===== src/rtl/ls_unit.sv =====
// Byte-serial load/store unit: captures one memory op, walks it over an 8-bit port, broadcasts on the CDB.
// Optional build macro LS_ALIGN_CHECK_EN rejects misaligned halfword/word accesses without touching memory.
`ifndef LS_UNIT_DEFS
`define LS_UNIT_DEFS
`define OpBus    3:0
`define DataBus  31:0
`define TagBus   4:0
`define NameBus  4:0
`define dataFree 32'h0000_0000
`define tagFree  5'h00
`define nameFree 5'h00
`define OP_NOP   4'h0
`define OP_LB    4'h1
`define OP_LH    4'h2
`define OP_LW    4'h3
`define OP_LBU   4'h4
`define OP_LHU   4'h5
`define OP_SB    4'h6
`define OP_SH    4'h7
`define OP_SW    4'h8
`endif

module ls_unit (
  input  logic            clk,
  input  logic            rst,
  input  logic            ex_en,
  input  logic [`OpBus]   ex_op,
  input  logic [`DataBus] ex_base,
  input  logic [`DataBus] ex_src,
  input  logic [`DataBus] ex_imm,
  input  logic [`TagBus]  ex_tag,
  input  logic [`NameBus] ex_name,
  output logic            ex_ready,
  output logic            mem_req,
  output logic            mem_we,
  output logic [31:0]     mem_addr,
  output logic [7:0]      mem_wdata,
  input  logic            mem_ack,
  input  logic [7:0]      mem_rdata,
  output logic            cdb_en,
  output logic [`TagBus]  cdb_tag,
  output logic [`DataBus] cdb_data,
  output logic [`NameBus] cdb_name,
  output logic            misalign
);

  typedef enum logic [1:0] {IDLE, BUSY, DONE} state_t;

  state_t          state_reg;
  logic [1:0]      k_reg;
  logic [1:0]      last_reg;
  logic            store_reg;
  logic [`OpBus]   op_reg;
  logic [31:0]     addr_reg;
  logic [31:0]     src_reg;
  logic [31:0]     rbytes_reg;
  logic [`TagBus]  tag_reg;
  logic [`NameBus] name_reg;

  logic [31:0] ex_addr;
  logic        op_ok;
  logic        op_store;
  logic [1:0]  op_last;
  logic        mis_cap;
  logic [1:0]  k_inc;
  logic [31:0] src_shift;
  logic [31:0] merged;
  logic [31:0] load_word;

  assign ex_addr   = ex_base + ex_imm;
  assign k_inc     = k_reg + 2'd1;
  assign src_shift = src_reg >> {k_inc, 3'b000};
  assign ex_ready  = (state_reg == IDLE) && !ex_en;

  always_comb begin
    op_ok    = 1'b1;
    op_store = 1'b0;
    op_last  = 2'd0;
    case (ex_op)
      `OP_LB, `OP_LBU: op_last = 2'd0;
      `OP_LH, `OP_LHU: op_last = 2'd1;
      `OP_LW:          op_last = 2'd3;
      `OP_SB:          op_store = 1'b1;
      `OP_SH: begin
        op_store = 1'b1;
        op_last  = 2'd1;
      end
      `OP_SW: begin
        op_store = 1'b1;
        op_last  = 2'd3;
      end
      default:         op_ok = 1'b0;
    endcase
  end

`ifdef LS_ALIGN_CHECK_EN
  assign mis_cap = ((op_last == 2'd1) && ex_addr[0]) ||
                   ((op_last == 2'd3) && (ex_addr[1:0] != 2'b00));
`else
  assign mis_cap = 1'b0;
  assign misalign = 1'b0;
`endif

  // The byte arriving in this ack cycle is merged in place so the final result is ready on the last ack.
  genvar gi;
  generate
    for (gi = 0; gi < 4; gi++) begin : g_lane
      assign merged[gi*8 +: 8] = (k_reg == 2'(gi)) ? mem_rdata : rbytes_reg[gi*8 +: 8];
    end
  endgenerate

  always_comb begin
    load_word = merged;
    case (op_reg)
      `OP_LB:  load_word = {{24{merged[7]}}, merged[7:0]};
      `OP_LH:  load_word = {{16{merged[15]}}, merged[15:0]};
      `OP_LBU: load_word = {24'h0, merged[7:0]};
      `OP_LHU: load_word = {16'h0, merged[15:0]};
      default: load_word = merged;
    endcase
  end

  always_ff @(posedge clk or posedge rst) begin
    if (rst) begin
      state_reg  <= IDLE;
      k_reg      <= 2'd0;
      last_reg   <= 2'd0;
      store_reg  <= 1'b0;
      op_reg     <= `OP_NOP;
      addr_reg   <= 32'h0;
      src_reg    <= 32'h0;
      rbytes_reg <= 32'h0;
      tag_reg    <= `tagFree;
      name_reg   <= `nameFree;
      mem_req    <= 1'b0;
      mem_we     <= 1'b0;
      mem_addr   <= 32'h0;
      mem_wdata  <= 8'h0;
      cdb_en     <= 1'b0;
      cdb_tag    <= `tagFree;
      cdb_data   <= `dataFree;
      cdb_name   <= `nameFree;
`ifdef LS_ALIGN_CHECK_EN
      misalign   <= 1'b0;
`endif
    end else begin
      case (state_reg)
        IDLE: begin
          if (ex_en && op_ok) begin
            op_reg     <= ex_op;
            store_reg  <= op_store;
            last_reg   <= op_last;
            addr_reg   <= ex_addr;
            src_reg    <= ex_src;
            tag_reg    <= ex_tag;
            name_reg   <= ex_name;
            k_reg      <= 2'd0;
            rbytes_reg <= 32'h0;
            if (mis_cap) begin
              // Misaligned: report immediately, memory is never touched.
              state_reg <= DONE;
              cdb_en    <= 1'b1;
              cdb_tag   <= ex_tag;
              cdb_data  <= `dataFree;
              cdb_name  <= op_store ? `nameFree : ex_name;
`ifdef LS_ALIGN_CHECK_EN
              misalign  <= 1'b1;
`endif
            end else begin
              state_reg <= BUSY;
              mem_req   <= 1'b1;
              mem_we    <= op_store;
              mem_addr  <= ex_addr;
              mem_wdata <= ex_src[7:0];
            end
          end
        end
        BUSY: begin
          if (mem_ack) begin
            rbytes_reg <= merged;
            if (k_reg == last_reg) begin
              state_reg <= DONE;
              mem_req   <= 1'b0;
              mem_we    <= 1'b0;
              mem_addr  <= 32'h0;
              mem_wdata <= 8'h0;
              cdb_en    <= 1'b1;
              cdb_tag   <= tag_reg;
              cdb_data  <= store_reg ? `dataFree : load_word;
              cdb_name  <= store_reg ? `nameFree : name_reg;
            end else begin
              k_reg     <= k_inc;
              mem_addr  <= addr_reg + {30'h0, k_inc};
              mem_wdata <= src_shift[7:0];
            end
          end
        end
        DONE: begin
          state_reg <= IDLE;
          k_reg     <= 2'd0;
          cdb_en    <= 1'b0;
          cdb_tag   <= `tagFree;
          cdb_data  <= `dataFree;
          cdb_name  <= `nameFree;
`ifdef LS_ALIGN_CHECK_EN
          misalign  <= 1'b0;
`endif
        end
        default: state_reg <= IDLE;
      endcase
    end
  end

endmodule


===== config.mk =====
export PLATFORM = sky130hd
export DESIGN_NAME = ls_unit
export DESIGN_NICKNAME = d
export VERILOG_FILES = /design/src/rtl/ls_unit.sv
export SDC_FILE = /design/constraint.sdc
export NUM_CORES = 1
export LEC_CHECK = 0
export CAP_MARGIN = 10
export CELL_PAD_IN_SITES_DETAIL_PLACEMENT = 1
export CELL_PAD_IN_SITES_GLOBAL_PLACEMENT = 2
export CORE_MARGIN = 10
export CORE_UTILIZATION = 29
export DETAILED_ROUTE_END_ITERATION = 7
export PLACE_DENSITY_LB_ADDON = 0.1
export SLEW_MARGIN = 20
export SYNTH_ARGS = -nofsm -noshare
export SYNTH_HDL_FRONTEND = slang
export SYNTH_SLANG_ARGS = --single-unit

===== constraint.sdc =====
create_clock -name clk -period 6.8 [get_ports clk]
set_input_delay 1.36 -clock clk [delete_from_list [all_inputs] [get_ports clk]]
set_output_delay 1.36 -clock clk [all_outputs]
set_load 0.005 [all_outputs]

==> results.cfg <==
[setup_path]
critPathBufInv = 1
crit_path_max_incr_delay_ps = 590
cp_common_cell = sky130_fd_sc_hd__o21ai_1
crit_path_cell_trace = clkdlybuf4s50_1 -> nor3_1 -> nor2_1 -> o21ai_1 -> or3_4 -> nand2_2 -> o21ai_1 -> a22o_1
timing.critical_path.required_ps = 7240
endpoint_kind = flop
timing_worst_setup_path_type = input port to flop
critical-path-slowest-cell = sky130_fd_sc_hd__o21ai_1
arrival_ps = 4520
cp_max_fo = 32
timing.critical_path.max_delay_family = simple AND/OR/NAND/NOR gates
worst_setup_path_start_kind = input port

[logic_synthesis]
synthTopCellsByCount = sky130_fd_sc_hd__nand2_1 (319), sky130_fd_sc_hd__dfrtp_1 (202), sky130_fd_sc_hd__nor2_1 (70)
synth_nets = 1356
synthMuxAreaShare_pct = 5.14
synth_area_leader_cell = sky130_fd_sc_hd__dfrtp_1
yosys.cell_count.top_type = sky130_fd_sc_hd__nand2_1
synth.avg_cell_area_sq_um = 9.17
synth_fa_ha_area_share_pct = 4.59
synth.yosys.seq_area_share_pct = 46.1
netlist_instances = 1195
synth_xor_area_share_pct = 4.47
combinational_family_with_the_most_area_after_synthesis = simple AND/OR/NAND/NOR gates
seq_cells_post_synth = 202
ys.flop_type = sky130_fd_sc_hd__dfrtp_1
ys_warn_count = 0
synth_simple_gate_area_share_pct = 19.7
synth_compound_gate_area_share_pct = 16.9
ys_async_sr_fraction_pct = 100
fraction_of_post_synthesis_cell_area_in_the_top_cell_type_by_area_pct = 46.1
synth_enable_flop_cells = 0
ys_top_cells_by_area = sky130_fd_sc_hd__dfrtp_1 (46%), sky130_fd_sc_hd__nand2_1 (11%), sky130_fd_sc_hd__ha_1 (4.2%)
synthDistinctLibCells = 74
synthesis.area_sq_mm = 0.0110

[cts]
clkTransAtPathRegs_ps = 60
cts-hold-fix-buffers = 0
numClockSinks = 202
h-tree-depth = 1
cts.repair_timing.setup_buffer_count = 0
clkLatencyLatePin_ps = 520
tritoncts.num_buffers = 25
tritoncts = done
clock_tree.buffer_depth = 3
clk_root_buffer_cell = sky130_fd_sc_hd__clkbuf_16
post_cts_resize_count = 0

[cells_and_area]
layout.nets = 1536
final_layout_size_suffix_gt1_share_pct = 6.97
regArea_sq_mm = 0.00505
antenna_cells = 0
multi_input_comb_area_sq_mm = 0.00562
area_delta_synth_final_pct = 31.0
filler_cell_count = 4306

[outcome]
outcome = completed

[job]
max-cap-violations = 0

[drt]
via_total_after_detailed_routing = 9287
first_pass_iters = 4
drt_wl_total_um = 37800
route.detailed.vias_per_inst = 4.88
drc = 0
routed_wire_length_per_instance_um = 19.9
ant_nets = 0
detail_route.iter0.violations = 400

[grt]
met1_usage_pct = 21.4
global_route.usage.met3_pct = 2.67
overflow = 0
largest_net_degree_at_the_start_of_global_routing = 154
gr-usage-met2_pct = 27.5
groute.usage.overall_pct = 16.2
gr_peak_layer = met2
number_of_antenna_violations_at_the_first_check_in_global_routing = 0
grt_pass1_wl_um = 60100
grt_pass1_vias = 9969

[power]
leakage_uw = 0.00628
ir_worst_vdd_uv = 242
power_per_cell_area_mw_per_mm2 = 400

[timing]
final_hold_viol_count = 0
setup_viol = 0
min_period_over_period_pct = 59.9
final.min_clock_period_ps = 4080
timing.fmax_ghz = 0.245
finalWorstSetupSlack_ps = 2720
finalMaxSlewViolations = 0
fin_hold_ws_ps = 470
fin_worst_skew_ps = 19.1
unrepaired_setup_endpoints_after_global_routing = false
worstMarginPinSlew_ps = 1020
timing.setup.tns_ps = 0
slew_headroom_pct = 31.9

[floorplan]
chipHeight_um = 214
rows = 71
floorplan.initialDensity_pct = 29.2
core-area_sq_mm = 0.0375
chipWidth_um = 214
floorplan.die_area_sq_mm = 0.0460
floorplan.io_pins = 209

[place]
pre_cts_slack_ps = 2210
hpwlAfterDp_um = 27600
gp_congestion = 0.759
port_buffers = 207

[hold_path]
timing.hold.worst.class = flop to flop
## worst reg2reg max path, cell delays in order, from the launching register on
cell                       delay (ps)
sky130_fd_sc_hd__dfrtp_1          430
sky130_fd_sc_hd__inv_1            110
sky130_fd_sc_hd__ha_1             740
sky130_fd_sc_hd__inv_1            210
sky130_fd_sc_hd__fa_1             540
sky130_fd_sc_hd__nor4_2           780
sky130_fd_sc_hd__and3_1           390
sky130_fd_sc_hd__nand4_1          140
sky130_fd_sc_hd__xnor2_1          150
sky130_fd_sc_hd__a221oi_1         250
sky130_fd_sc_hd__nor2_1            60
## through the flow
stage / utilization [%] / area [sq um] / cells / total power (uW)
after floorplan: - / 11000 / 1195 / 3410
after global placement: 36.1 / 13500 / 1859 / 4480
after detailed placement: 36.1 / 13500 / 1859 / 4510
after CTS: 38.3 / 14400 / 1902 / 5880
after global routing: 38.3 / 14400 / 1902 / 6220
final: 38.3 / 14400 / 1902 / 5750
## cells by family after synthesis
family,Yosys count
AO/OA/AOI/OAI,274
XOR/XNOR,56
adder cells (fa/ha/maj),39
buffers and inverters,82
flip-flops,202
multiplexers,45
other,1
AND/OR/NAND/NOR,496
## routing by layer
metal / part of all wire [%] / wire length [um] / up-vias
li1: - / - / 4549
met1: 46 / 17400 / 4576
met2: 49 / 18600 / 128
met3: 3.2 / 1220 / 34
met4: 1.6 / 593 / 0
met5: 0 / 0 / -
## cell usage in the layout, fill, tap and decap left out, types with 5 or more instances in the layout
master	count
sky130_fd_sc_hd__a221oi_1	11
sky130_fd_sc_hd__o21ai_0	57
sky130_fd_sc_hd__nor3_1	12
sky130_fd_sc_hd__dfrtp_1	202
sky130_fd_sc_hd__clkbuf_8	5
sky130_fd_sc_hd__nand2b_1	10
sky130_fd_sc_hd__a21o_1	17
sky130_fd_sc_hd__a22o_1	33
sky130_fd_sc_hd__mux4_2	8
sky130_fd_sc_hd__clkbuf_1	7
sky130_fd_sc_hd__xor2_1	17
sky130_fd_sc_hd__o22ai_1	8
sky130_fd_sc_hd__ha_1	37
sky130_fd_sc_hd__nand2_1	318
sky130_fd_sc_hd__a22oi_1	7
sky130_fd_sc_hd__o21ai_1	11
sky130_fd_sc_hd__nand4_1	15
sky130_fd_sc_hd__clkdlybuf4s50_1	207
sky130_fd_sc_hd__inv_1	14
sky130_fd_sc_hd__mux2i_1	27
sky130_fd_sc_hd__and3_1	9
sky130_fd_sc_hd__buf_4	11
sky130_fd_sc_hd__nand3_1	23
sky130_fd_sc_hd__a21oi_1	61
sky130_fd_sc_hd__xnor2_1	39
sky130_fd_sc_hd__and2_1	5
sky130_fd_sc_hd__clkbuf_16	25
sky130_fd_sc_hd__a31oi_1	8
sky130_fd_sc_hd__or3_1	6
sky130_fd_sc_hd__o21bai_1	6
sky130_fd_sc_hd__nor2_1	69
sky130_fd_sc_hd__mux2_2	10
sky130_fd_sc_hd__o31ai_1	18
## layout make-up
type                       instances  share of cell area, %
multi-input combinational        911                   39.1
clock buffer                      37                   5.02
sequential                       202                   35.2
tap                              511                   4.45
timing repair buffer             219                   15.1
clock inverter                     6                  0.584
inverter                          16                  0.444
## power breakdown
part	total, uW	switching [uW]	internal (uW)
logic	2380	1290	1090
registers	2050	375	1680
clock network	1320	517	803
## path summary, 6_finish.rpt
check,endpoint,depth (start not counted),startpoint,slack [ps]
setup / recovery,rbytes_reg[5],8,ex_op[2],2720
hold / removal,src_reg[6],2,src_reg[6],470
setup reg to reg,mem_addr[26],10,k_reg[1],2870
hold reg to reg,src_reg[6],2,src_reg[6],470
max in group asynchronous,addr_reg[6],4,rst,3940
min in group asynchronous,cdb_data[27],2,rst,1170
No activity file was read; power rests on OpenSTA's default activity.
==> patch 1: new RTL, same settings <==
Add a define of `LS_ALIGN_CHECK_EN`.
--- a/src/rtl/ls_unit.sv
+++ b/src/rtl/ls_unit.sv
@@ -1,5 +1,7 @@
 // Byte-serial load/store unit: captures one memory op, walks it over an 8-bit port, broadcasts on the CDB.
 // Optional build macro LS_ALIGN_CHECK_EN rejects misaligned halfword/word accesses without touching memory.
+`define LS_ALIGN_CHECK_EN
+
 `ifndef LS_UNIT_DEFS
 `define LS_UNIT_DEFS
 `define OpBus    3:0
Check against the original RTL: not equivalent (Yosys sat finds a counterexample within 4 cycles, from zero or initial values and one cycle with rst high).
==> patch 1 against the original RTL <==
Worst setup slack got worse by 0.42 ns. Via count decreased by 4.3%. Wire length decreased by 7.2%. Area after synthesis increased by 1.0%. Power increased by 0.42%. First-iteration DRC count decreased by 25%. Sequential cell count increased by 1. Combinational power increased by 4%. Cell area increased by 0.71%. Final cell count decreased by 3.2%. Synthesized cell count decreased by 5.5%. Largest power group unchanged. Highest routed layer unchanged.
==> patch 1: results <==
metrics = {
    "status": {
        "status": "finished clean",
    },
    "critical_path": {
        "cp.arrival_ns": 4.92,
        "cp_slowest_stage_delay_ns": 0.82,
        "cp_max_fo": 13,
        "critPathKind": "reg -> reg",
        "cp_slowest_cell": "ha_1",
        "crit_family": "simple AND/OR/NAND/NOR gates",
        "timing.rr.start": "k_reg[0]",
    },
    "synthesis": {
        "yosys_warnings": 0,
        "synth-seq-area-share_pct": 45.85,
        "avgSynthCellArea_um2": 9.812,
        "synth_fp_nets": 1294,
        "synthTopCellsByArea": "dfrtp_1, o21ai_0, mux2_2",
        "synth_common_cells": "dfrtp_1, nand2_1, o21ai_0, mux2_2, a21oi_1",
        "ys_types": 64,
    },
    "final_layout": {
        "nNetsFinal": 1478,
        "drive_gt1_share_pct": 10.46,
        "fillers": 4290,
    },
    "global_routing": {
        "grt_pass1_vias": 9632,
        "grt_pass1_wl_um": 56270,
        "grt_max_degree": 114,
        "antenna_found_initial": 0,
        "grtUsageTotal_pct": 14.89,
    },
    "timing": {
        "finalClockSkew_ns": 0.02685,
        "slew_headroom_pct": 31.34,
    },
    "detailed_routing": {
        "via_count": 8885,
        "wl_um": 35080,
        "dr.first_iter.drc_count": 301,
        "wire_per_inst_um": 19.05,
    },
    "power": {
        "leakage_nw": 5.878,
        "ir_drop_mv": 0.1294,
        "p_int_mw": 3.576,
    },
    "placed_design": {
        "pre_cts_ws_ns": 1.859,
        "gp_congestion": 0.7435,
        "hpwl_um": 25740,
        "portBuffers": 208,
        "dp_cells": 1797,
    },
    "clock_tree": {
        "cts_buffers": 25,
    },
    "hold_path": {
        "hold_class": "reg -> reg",
        "worstHoldStart": "cdb_name[3]",
    },
    "floorplan": {
        "initial_core_util_pct": 29.41,
    },
}
patch 1: cell types whose count changed in the layout (fill, tap and decap cells not counted), moves of 7 or more:
cell	before	now
nand2_1	318	176
o21ai_0	57	132
mux2_2	10	59
nor2b_1	4	37
a22o_1	33	5
nor2_1	69	52
xor2_1	17	30
o31ai_1	18	29
a221oi_1	11	3
o22ai_1	8	0
a21o_1	17	10
nand4_1	15	8
xnor2_1	39	32
patch 1: final cells by class:
| type | count | area share [%] |
|---|---|---|
| multi-input cells | 851 | 39.74 |
| flip-flops and latches | 203 | 35.14 |
| repair buffers | 218 | 15.01 |
| clock buffers | 39 | 5.106 |
| well taps | 511 | 4.422 |
| inverters | 14 | 0.3894 |
| clock inverters | 4 | 0.1644 |
| diodes | 2 | 0.03462 |
patch 1: cell families (layout without fill, tap and decap cells):
family | after synthesis | in the layout | synth area share (%)
and+or+nand+nor | 349 | 349 | 14.58
muxes | 93 | 93 | 9.973
DFF | 203 | 203 | 45.85
adders and majority gates | 43 | 43 | 4.992
xor gates and xnor gates | 63 | 63 | 5.049
other | 0 | 2 | 0
AOI/OAI and AO/OA | 303 | 303 | 16.87
buffers and inverters | 75 | 275 | 2.677
patch 1: path summary, 6_finish.rpt:
| check | end | slack [ns] | cells past startpoint |
|---|---|---|---|
| max | mem_addr[26] | 2.31 | 12 |
| min | cdb_name[3] | 0.47 | 2 |
| max reg2reg | mem_addr[26] | 2.31 | 12 |
| min reg2reg | cdb_name[3] | 0.47 | 2 |
| max in group asynchronous | addr_reg[23] | 4.22 | 3 |
| min in group asynchronous | src_reg[27] | 1.29 | 2 |
patch 1: per-layer routing:
| metal | track usage (%) | vias up | share of wire, % |
|---|---|---|---|
| met2 | 26.01 | 131 | 49 |
| met3 | 2.573 | 24 | 3.9 |
| met5 | 0 | - | 0 |
| li1 | - | 4368 | - |
| met1 | 19.13 | 4362 | 46 |
| met4 | 2.370 | 0 | 0.97 |
patch 1: metrics by stage:
stage / instance area [µm²] / hold WS [ns]
2_1_floorplan: 11080 / 0.4460
3_3_place_gp: 13680 / 0.4600
3_5_place_dp: 13680 / 0.4661
4_1_cts: 14440 / 0.4794
5_1_grt: 14450 / 0.4973
6_report: 14460 / 0.4718
patch 1: power by group through the flow:
stage / Combinational, mW / Clock (mW) / Sequential [mW]
2_1_floorplan: 1.51 / 0 / 1.98
3_3_place_gp: 2.50 / 0 / 2.06
3_5_place_dp: 2.54 / 0 / 2.07
4_1_cts: 2.55 / 1.30 / 2.06
5_1_grt: 2.81 / 1.35 / 2.12
6_report: 2.47 / 1.25 / 2.05
patch 1: tightest hold or removal path: stages (launching register included):
cell	delay (ns)
dfrtp_1	0.34
nand2_1	0.04
o21ai_0	0.06
==> patch 2: new RTL, same flow settings <==
Made on the original files. Make the reset (`rst`) synchronous in one clocked block.
--- a/src/rtl/ls_unit.sv
+++ b/src/rtl/ls_unit.sv
@@ -120,7 +120,7 @@
     endcase
   end
 
-  always_ff @(posedge clk or posedge rst) begin
+  always_ff @(posedge clk) begin
     if (rst) begin
       state_reg  <= IDLE;
       k_reg      <= 2'd0;
Formal check against the unedited RTL: differs if rst is asserted again (counterexample within 4 cycles, from zero or initial values and one cycle with rst high); with rst held inactive, the same outputs for 4 cycles.
==> patch 2 against the original RTL <==
Sequential cell count unchanged. Highest routed layer unchanged. Cell area down 4.2%. Hold slack got worse by 0.018 ns. Area after synthesis is 3.2% lower. Maximum frequency is 12% lower. Sequential share of layout area decreased by 5.8 points. Worst setup slack got worse by 0.56 ns. Wire length increased by 5.0%. Final cell count grew 2.8%.
Power is not compared: it rests on default switching activity, and its combinational part moved more than twofold at a synthesized area within 25%.
==> patch 2: results <==
metrics = {
    "critical_path": {
        "crit_family": "simple AND/OR/NAND/NOR gates",
        "crit_end": "mem_addr[28]",
        "rrSetupSlack_ns": 2.16,
        "ff2ff_path_depth": 12,
        "crit_start": "k_reg[0]",
        "cp_max_fo": 13,
        "cp_slowest_cell": "ha_1",
        "cp.arrival_ns": 5.07,
        "cp_slowest_stage_delay_ns": 0.85,
    },
    "final_layout": {
        "nNetsFinal": 1641,
        "drive_gt1_share_pct": 6.488,
    },
    "global_routing": {
        "grt_max_degree": 116,
        "grtUsageTotal_pct": 17.20,
        "grt_pass1_wl_um": 61640,
        "grt_pass1_vias": 10490,
        "antenna_found_initial": 0,
    },
    "synthesis": {
        "synth-seq-area-share_pct": 38.12,
        "synth_common_cells": "nand2_1, dfxtp_1, a21oi_1, nor2_1, clkbuf_1",
        "synth_fp_nets": 1490,
        "async_flop_share_pct": 0,
        "netlist_instances": 1329,
        "ys_types": 78,
        "synthTopCellsByArea": "dfxtp_1, nand2_1, a21oi_1",
        "synth_top_flop_cell": "dfxtp_1",
    },
    "clock_tree": {
        "clk_pin_slew_worst_paths_ns": 0.06,
        "cts_buffers": 24,
        "cts-root-buf": "clkbuf_16",
        "cts_max_path_buffers": 3,
        "clk_latency_ns": 0.52,
    },
    "placed_design": {
        "pre_cts_ws_ns": 2.051,
        "gp_congestion": 0.8014,
        "dp_cells": 1915,
        "portBuffers": 207,
        "hpwl_um": 27940,
        "placed_cell_area_um2": 12980,
    },
    "timing": {
        "finalClockSkew_ns": 0.01639,
        "fin_hold_ws_ns": 0.4520,
        "worstMarginPinSlew_ns": 1.077,
        "layout_min_cycle_time_ns": 4.639,
    },
    "detailed_routing": {
        "vias_per_cell": 5.201,
        "via_count": 10170,
        "dr.first_iter.drc_count": 524,
        "wl_um": 39700,
        "drt_pre_antenna_iters": 5,
    },
    "power": {
        "leakage_nw": 4.976,
        "power.net_switching_mw": 0.9116,
    },
    "status": {
        "status": "finished clean",
    },
}
patch 2: changes by cell type after synthesis, moves of 32 or more:
cell     before  now
dfrtp_1     202    0
a22o_1       33    1
nor3_1       12   45
nor2_1       70  123
a21oi_1      63  169
nand2_1     319  233
dfxtp_1       0  202
patch 2: worst min-delay path by stage:
stage / from / end
after floorplan: rbytes_reg[16] / rbytes_reg[16]
after global routing: cdb_data[18] / cdb_data[18]
after global placement: rbytes_reg[30] / rbytes_reg[30]
after CTS: cdb_data[16] / cdb_data[16]
final: rbytes_reg[19] / rbytes_reg[19]
after detailed placement: cdb_data[16] / cdb_data[16]
patch 2: layout make-up:
cell class / count / area (µm²)
sequential: 202 / 4044
timing repair buffer: 217 / 2148
multi-input combinational: 1017 / 6145
inverter: 18 / 67.56
tap: 461 / 576.8
clock inverter: 3 / 40.04
fill: 4212 / 22070
clock buffer: 38 / 734.5
patch 2: tightest hold or removal path, stage by stage (launching register included):
cell and delay (ns):
dfxtp_1 0.31, nand2_1 0.05, a21oi_1 0.05
patch 2: metal layers:
| metal | share of wire [%] | global-route usage (%) | vias up |
|---|---|---|---|
| li1 | - | - | 4993 |
| met1 | 48 | 23.17 | 4973 |
| met2 | 46 | 28.25 | 180 |
| met3 | 5.0 | 3.501 | 27 |
| met4 | 1.1 | 2.473 | 0 |
| met5 | 0 | 0 | - |
patch 2: kinds of logic after synthesis:
logic type	after synthesis	synth area share, %
xor+xnor	59	4.871
mux	41	5.012
buf+inv	110	4.257
other cells	1	0.03535
compound gates	364	21.64
simple gates	513	21.32
flops	202	38.12
fa+ha+maj	39	4.741
patch 2: power by group through the flow:
stage,Combinational (mW),Clock [mW],Sequential [mW]
floorplan,0.353,0,1.31
finish,0.616,1.28,1.30
CTS,0.625,1.33,1.30
detailed placement,0.622,0,1.33
global placement,0.616,0,1.33
global route,0.686,1.38,1.31
